==> src/rtl/rt_pkg.sv <==
// Shared definitions for the real-time note sequencer: state encoding,
// song ROM entry layout and the special rest / end-of-song codes.
package rt_pkg;

    // Default song ROM depth is 2^7 = 128 entries
    localparam int ADDR_W_DEF = 7;

    // Song ROM entry layout: {note[11:6], duration[5:0]}
    localparam int NOTE_MSB = 11;
    localparam int NOTE_LSB = 6;
    localparam int DUR_MSB  = 5;
    localparam int DUR_LSB  = 0;

    // A zero note is a timed rest; a zero duration marks the end of the song
    localparam int REST_NOTE = 0;
    localparam int END_DUR   = 0;

    // State encoding
    localparam logic [2:0] S_IDLE  = 3'd0;
    localparam logic [2:0] S_FETCH = 3'd1;
    localparam logic [2:0] S_LOAD  = 3'd2;
    localparam logic [2:0] S_PLAY  = 3'd3;
    localparam logic [2:0] S_DONE  = 3'd4;

    typedef enum logic [2:0] {
        ST_IDLE  = S_IDLE,
        ST_FETCH = S_FETCH,
        ST_LOAD  = S_LOAD,
        ST_PLAY  = S_PLAY,
        ST_DONE  = S_DONE
    } state_t;

endpackage

==> src/rtl/rt_note_sequencer_if.sv <==
// Bundle between the note sequencer, its song ROM and the note player.
// The sequencer takes the slave side; the environment drives the master side.
interface rt_note_sequencer_if
    import rt_pkg::*;
#(
    parameter int ADDR_WIDTH = ADDR_W_DEF,
    parameter int NOTE_WIDTH = NOTE_MSB - NOTE_LSB + 1,
    parameter int DUR_WIDTH  = DUR_MSB - DUR_LSB + 1
);

    logic                            play;
    logic                            beat;
    logic [ADDR_WIDTH-1:0]           rom_addr;
    logic [NOTE_WIDTH+DUR_WIDTH-1:0] rom_data;
    logic [NOTE_WIDTH-1:0]           note_to_load;
    logic                            play_enable;
    logic                            song_done;
    logic                            busy;

    modport slave (
        input  play, beat, rom_data,
        output rom_addr, note_to_load, play_enable, song_done, busy
    );

    modport master (
        output play, beat, rom_data,
        input  rom_addr, note_to_load, play_enable, song_done, busy
    );

endinterface

==> src/rtl/dffre.sv <==
// Generic register with synchronous active-high reset and load enable.
module dffre #(
    parameter int            W         = 1,
    parameter logic [W-1:0]  RESET_VAL = '0
) (
    input  logic         clk,
    input  logic         reset,
    input  logic         en_i,
    input  logic [W-1:0] d_i,
    output logic [W-1:0] q_o
);

    // Reset wins over enable; otherwise capture d only when enabled
    always_ff @(posedge clk) begin
        if (reset) begin
            q_o <= RESET_VAL;
        end else if (en_i) begin
            q_o <= d_i;
        end
    end

endmodule

==> src/rtl/rt_note_sequencer_beat_counter.sv <==
// Loadable down-counter holding the remaining beats of the current note.
// 'last' flags the decrement that consumes the final beat.
module beat_counter #(
    parameter int DUR_WIDTH = 6
) (
    input  logic                 clk,
    input  logic                 reset,
    input  logic                 load,
    input  logic [DUR_WIDTH-1:0] load_value,
    input  logic                 dec,
    output logic                 last
);

    logic [DUR_WIDTH-1:0] count_q;
    logic [DUR_WIDTH-1:0] count_d;

    // Load takes priority; otherwise step down by one accepted beat
    always_comb begin
        count_d = count_q;
        if (load) begin
            count_d = load_value;
        end else if (dec) begin
            count_d = count_q - 1'b1;
        end
    end

    dffre #(.W(DUR_WIDTH)) u_count (
        .clk   (clk),
        .reset (reset),
        .en_i  (load | dec),
        .d_i   (count_d),
        .q_o   (count_q)
    );

    assign last = (count_q == DUR_WIDTH'(1)) && dec;

endmodule

==> src/rtl/rt_note_sequencer.sv <==
// Song ROM walker feeding the note player. Each ROM entry is one note held
// for a number of 48 Hz beats; 'play' pauses playback, a zero duration ends
// the song. The outgoing note is held through FETCH/LOAD so consecutive
// notes follow each other without a gap.
module rt_note_sequencer
    import rt_pkg::*;
#(
    parameter int ADDR_WIDTH = ADDR_W_DEF,
    parameter int NOTE_WIDTH = NOTE_MSB - NOTE_LSB + 1,
    parameter int DUR_WIDTH  = DUR_MSB - DUR_LSB + 1
) (
    input logic                clk,
    input logic                reset,
    rt_note_sequencer_if.slave bus
);

    state_t                state_q;
    state_t                state_d;
    logic [2:0]            stateRaw;

    logic [ADDR_WIDTH-1:0] addr_q;
    logic [ADDR_WIDTH-1:0] addr_d;
    logic                  addrEn;

    logic [NOTE_WIDTH-1:0] note_q;
    logic                  noteEn;

    logic                  songDone_q;
    logic                  busy_q;

    logic [NOTE_WIDTH-1:0] romNote;
    logic [DUR_WIDTH-1:0]  romDur;

    logic                  cntLoad;
    logic                  cntDec;
    logic                  cntLast;

    assign romNote = bus.rom_data[NOTE_WIDTH+DUR_WIDTH-1:DUR_WIDTH];
    assign romDur  = bus.rom_data[DUR_WIDTH-1:0];

    // A beat only counts while a note is playing and playback is not paused
    assign cntDec = (state_q == ST_PLAY) && bus.beat && bus.play;

    // Next-state, address and load controls for the song walker
    always_comb begin
        state_d = state_q;
        addr_d  = addr_q;
        addrEn  = 1'b0;
        noteEn  = 1'b0;
        cntLoad = 1'b0;
        case (state_q)
            ST_IDLE: begin
                if (bus.play) begin
                    state_d = ST_FETCH;
                end
            end
            ST_FETCH: begin
                state_d = ST_LOAD;
            end
            ST_LOAD: begin
                if (romDur == DUR_WIDTH'(END_DUR)) begin
                    state_d = ST_DONE;
                end else begin
                    noteEn  = 1'b1;
                    cntLoad = 1'b1;
                    state_d = ST_PLAY;
                end
            end
            ST_PLAY: begin
                if (cntLast) begin
                    addrEn  = 1'b1;
                    addr_d  = addr_q + 1'b1;
                    state_d = ST_FETCH;
                end
            end
            ST_DONE: begin
                addrEn  = 1'b1;
                addr_d  = '0;
                state_d = ST_IDLE;
            end
            default: begin
                state_d = ST_IDLE;
            end
        endcase
    end

    dffre #(.W(3), .RESET_VAL(S_IDLE)) u_state (
        .clk   (clk),
        .reset (reset),
        .en_i  (1'b1),
        .d_i   (state_d),
        .q_o   (stateRaw)
    );

    assign state_q = state_t'(stateRaw);

    dffre #(.W(ADDR_WIDTH)) u_addr (
        .clk   (clk),
        .reset (reset),
        .en_i  (addrEn),
        .d_i   (addr_d),
        .q_o   (addr_q)
    );

    dffre #(.W(NOTE_WIDTH)) u_note (
        .clk   (clk),
        .reset (reset),
        .en_i  (noteEn),
        .d_i   (romNote),
        .q_o   (note_q)
    );

    dffre #(.W(1)) u_song_done (
        .clk   (clk),
        .reset (reset),
        .en_i  (1'b1),
        .d_i   (state_d == ST_DONE),
        .q_o   (songDone_q)
    );

    dffre #(.W(1)) u_busy (
        .clk   (clk),
        .reset (reset),
        .en_i  (1'b1),
        .d_i   (state_d != ST_IDLE),
        .q_o   (busy_q)
    );

    beat_counter #(.DUR_WIDTH(DUR_WIDTH)) u_beat_counter (
        .clk        (clk),
        .reset      (reset),
        .load       (cntLoad),
        .load_value (romDur),
        .dec        (cntDec),
        .last       (cntLast)
    );

    assign bus.rom_addr     = addr_q;
    assign bus.note_to_load = note_q;
    assign bus.song_done    = songDone_q;
    assign bus.busy         = busy_q;
    assign bus.play_enable  = ((state_q == ST_PLAY) || (state_q == ST_FETCH) || (state_q == ST_LOAD))
                              && bus.play && (note_q != NOTE_WIDTH'(REST_NOTE));

endmodule

==> src/flat_wrapper.sv <==
// flat-port wrapper written by rule: the top's interface ports become plain ports
module rt_note_sequencer_flat import rt_pkg::*;
#(
    parameter int ADDR_WIDTH = ADDR_W_DEF,
    parameter int NOTE_WIDTH = NOTE_MSB - NOTE_LSB + 1,
    parameter int DUR_WIDTH  = DUR_MSB - DUR_LSB + 1
)
  (clk, reset, bus_play, bus_beat, bus_rom_data, bus_rom_addr, bus_note_to_load, bus_play_enable, bus_song_done, bus_busy);
  rt_note_sequencer_if #(.ADDR_WIDTH(ADDR_WIDTH), .NOTE_WIDTH(NOTE_WIDTH), .DUR_WIDTH(DUR_WIDTH)) bus_i ();
  input logic clk;
  input logic reset;
  input wire logic [$bits(bus_i.play)-1:0] bus_play;
  input wire logic [$bits(bus_i.beat)-1:0] bus_beat;
  input wire logic [$bits(bus_i.rom_data)-1:0] bus_rom_data;
  output wire logic [$bits(bus_i.rom_addr)-1:0] bus_rom_addr;
  output wire logic [$bits(bus_i.note_to_load)-1:0] bus_note_to_load;
  output wire logic [$bits(bus_i.play_enable)-1:0] bus_play_enable;
  output wire logic [$bits(bus_i.song_done)-1:0] bus_song_done;
  output wire logic [$bits(bus_i.busy)-1:0] bus_busy;
  assign bus_i.play = bus_play;
  assign bus_i.beat = bus_beat;
  assign bus_i.rom_data = bus_rom_data;
  assign bus_rom_addr = bus_i.rom_addr;
  assign bus_note_to_load = bus_i.note_to_load;
  assign bus_play_enable = bus_i.play_enable;
  assign bus_song_done = bus_i.song_done;
  assign bus_busy = bus_i.busy;
  rt_note_sequencer #(.ADDR_WIDTH(ADDR_WIDTH), .NOTE_WIDTH(NOTE_WIDTH), .DUR_WIDTH(DUR_WIDTH)) u_core (.clk(clk), .reset(reset), .bus(bus_i));
endmodule
==> config.mk <==
export PLATFORM = sky130hd
export DESIGN_NAME = rt_note_sequencer_flat
export DESIGN_NICKNAME = d
export VERILOG_FILES = /design/src/rtl/rt_pkg.sv /design/src/rtl/rt_note_sequencer_if.sv /design/src/rtl/dffre.sv /design/src/rtl/rt_note_sequencer_beat_counter.sv /design/src/rtl/rt_note_sequencer.sv /design/src/flat_wrapper.sv
export SDC_FILE = /design/constraint.sdc
export NUM_CORES = 1
export LEC_CHECK = 0
export CORE_UTILIZATION = 30
export DETAILED_ROUTE_END_ITERATION = 8
export SLEW_MARGIN = 40
export SYNTH_ARGS = -nofsm -noshare
export SYNTH_HDL_FRONTEND = slang
export SYNTH_SLANG_ARGS = --single-unit
==> constraint.sdc <==
create_clock -name clk -period 4.6 [get_ports clk]
set_input_delay 1.15 -clock clk [delete_from_list [all_inputs] [get_ports clk]]
set_output_delay 1.15 -clock clk [all_outputs]
set_load 0.05 [all_outputs]
==> results.md, run 1 <==
- Status: finished clean
- Cells after synthesis: 133
- Netlist cell types: 34
- Layout area overhead: 35.60%
- Post-synth top area share: 0.4206
- Top cell type by total area after synthesis: dfxtp_1
- Worst slew pin tran: 0.6912 ns
- Pin count of the biggest net entering global routing: 19
- CP Max Fanout: 5
- DR vias: 1055
- I/O Buffers: 31
- Place WS: 0.5698 ns
- CTS tree: done
- Post-Syn Nets: 152
- Setup ws final: 0.6037 ns
- Min Tclk post-route: 3.996 ns
- Clock Latency Late Sink: 0.26 ns
- Row Count: 22
- Die width: 63.71 µm
- Total CTS buffers: 3
- Final ANT Viol Nets: 0
- Slew HR: 0.5378
- Required time of the worst setup path: 3.45 ns
- Vias per inst: 5.048
- DRT Pass-1 Iters: 4
- Setup bufs post-CTS: 0
- Crit path largest cell delay: 0.86 ns
- Global-route wire length before repair: 4360 µm
- Total Die Area: 4058 µm²
- Setup violations, final: 0
- CTS root buffer: clkbuf_8
- Hold_buf cts: 0
- Wire per inst: 12.54 µm
- Most used cell along the critical path: clkdlybuf4s50_1
- Final max-slew violation count: 0
- RSZ-0062 raised after global routing: no
- Pwr/cell area: 321.6 nW/µm²
- Most frequent cells after synthesis: dfxtp_1, nand2_1, a21oi_1, nor2_1, nor4_1
- Post-CTS Resized: 0
- Mapped Area: 1142 µm²
- Clk_skew: 0.001660 ns
- Post-synth EDFFs: 0
- WHS Path Cells: 2
- Final TNS setup: 0 ns
- Clock sinks: 24
- Max cap viols: 0
- Peak VDD IR: 0.0001156 V
- Final Cycle Share: 0.8688
- Die Span Y: 63.71 µm
- Worst setup EP type: output port
- Number of global-route vias before repair: 931
- Grt total ovfl: 0
- GRT Util Overall: 0.1357
- DRC: 0
- ANT cells: 0
- Initial antenna violation count: 0
- Total Wirelength: 2620 µm
- Starting Density: 0.3120
- DP HPWL: 2000 µm
- Top_reg_cell synth: dfxtp_1
- YS warnings: 0
- Longest Clk Path Bufs: 2
- Post-synthesis sequential area ratio: 0.4206
- Synth top area cells: dfxtp_1, nand2_1, xnor2_1
- Peak Freq: 250.2 MHz
- Leakage: 0.5220 nW
- Clock-pin slew on the worst setup and hold paths: 0.08 ns
- Drt initial violations: 36
- Worst R2R Path Depth: 4
- Final Hold Fails: 0
- Ratio of cells with drive above 1 in the final layout: 0.05590
- Synth Area per Inst: 8.589 µm²
- Crit Path Class: primary input to output port
- Nets: 181
- Startpoint types: primary input
- Slowest cell on the critical path: clkdlybuf4s50_1
- Routability Congestion: 0.7812
- Placeable Area: 3661 µm²
- Asr flop ratio synth: 0
- Critical Path AT: 2.85 ns
- Worst Hold Class: flip-flop to flip-flop
- Synth Register Bits: 24
- I/O Pins: 32
- CTS H-Tree Depth: 1
- Library cell with the highest instance count after synthesis: dfxtp_1
- Util after Layout: 0.4231
- Worst path cell trace: clkdlybuf4s50_1 > nor4b_1 > clkdlybuf4s50_1
[per-layer routing]
layer,part of all wire,up-vias,GRT usage
met5,0,-,0
met4,0.0099,0,0.05114
met3,0.022,2,0.02355
met2,0.46,13,0.2048
met1,0.51,498,0.1901
li1,-,542,-
[cells by family (layout without fill, tap and decap cells)]
family | Yosys count | count (layout) | synth area share
AOI/OAI and AO/OA | 28 | 28 | 0.1566
xor gates and xnor gates | 7 | 7 | 0.05367
adders and majority gates | 3 | 3 | 0.03286
buffers and inverters | 11 | 39 | 0.04380
DFF | 24 | 24 | 0.4206
muxes | 1 | 1 | 0.008763
and+or+nand+nor | 59 | 59 | 0.2837
[power breakdown]
part           leakage, nW  internal [mW]  switching, mW
logic                0.291         0.0381         0.0488
registers            0.195          0.218         0.0119
clock network       0.0357          0.116         0.0657
[sequential cells by signal, summed over array words and instances (netlist names)]
register                           count
u_core.u_beat_counter.u_count.q_o      6
u_core.u_song_done.q_o                 1
u_core.u_busy.q_o                      1
u_core.u_note.q_o                      6
u_core.u_addr.q_o                      7
u_core.u_state.q_o                     3
[area by class of cell]
type / count / area, µm²
Fill cell: 371 / 2112
Multi-Input combinational cell: 98 / 611.8
Sequential cell: 24 / 480.5
Timing Repair Buffer: 31 / 310.3
Tap cell: 48 / 60.06
Clock buffer: 3 / 41.29
Clock inverter: 1 / 30.03
Inverter: 4 / 15.01
[cells in the final DEF, fill, tap and decap left out, types with 3 or more instances in the layout]
cell type	Yosys	layout
nand2_1	19	19
inv_1	4	4
o21ai_0	4	4
nor4_1	9	9
dfxtp_1	24	24
a21oi_1	9	9
nor2_1	9	9
xnor2_1	7	7
a31oi_1	6	6
clkbuf_8	0	3
clkdlybuf4s50_1	0	31
nor3_1	4	4
nand3_1	3	3
ha_1	3	3
[path summary, 6_finish.rpt]
check	endpoint	slack, ns	from
worst min-delay path	u_core.u_note.q_o[4]	0.47	u_core.u_note.q_o[4]
worst min register to register	u_core.u_note.q_o[4]	0.47	u_core.u_note.q_o[4]
worst max-delay path	bus_play_enable	0.60	bus_play
worst max register to register	u_core.u_beat_counter.u_count.q_o[5]	2.49	u_core.u_state.q_o[1]
[worst max-delay path: cells and delay by family]
kind                   cells  cell delay, ns
and+or+nand+nor            1            0.28
buffers and inverters      2            1.41
[through the flow]
step	instances	instance area, µm²	power [mW]	hold WS [ns]
finish	209	1549	0.4982	0.4746
global route	209	1549	0.5253	0.4954
CTS	209	1549	0.5032	0.4748
detailed placement	205	1478	0.3211	0.4622
global placement	205	1478	0.3194	0.4576
floorplan	133	1142	0.2893	0.4796
(Power assumes the default switching activity.)
==> run 2: changes to the inputs <==
Settings changed: GPL_ROUTABILITY_DRIVEN set to 0.
==> results of run 2 <==
Final layout, timing and power as in run 1 (identical DEF).
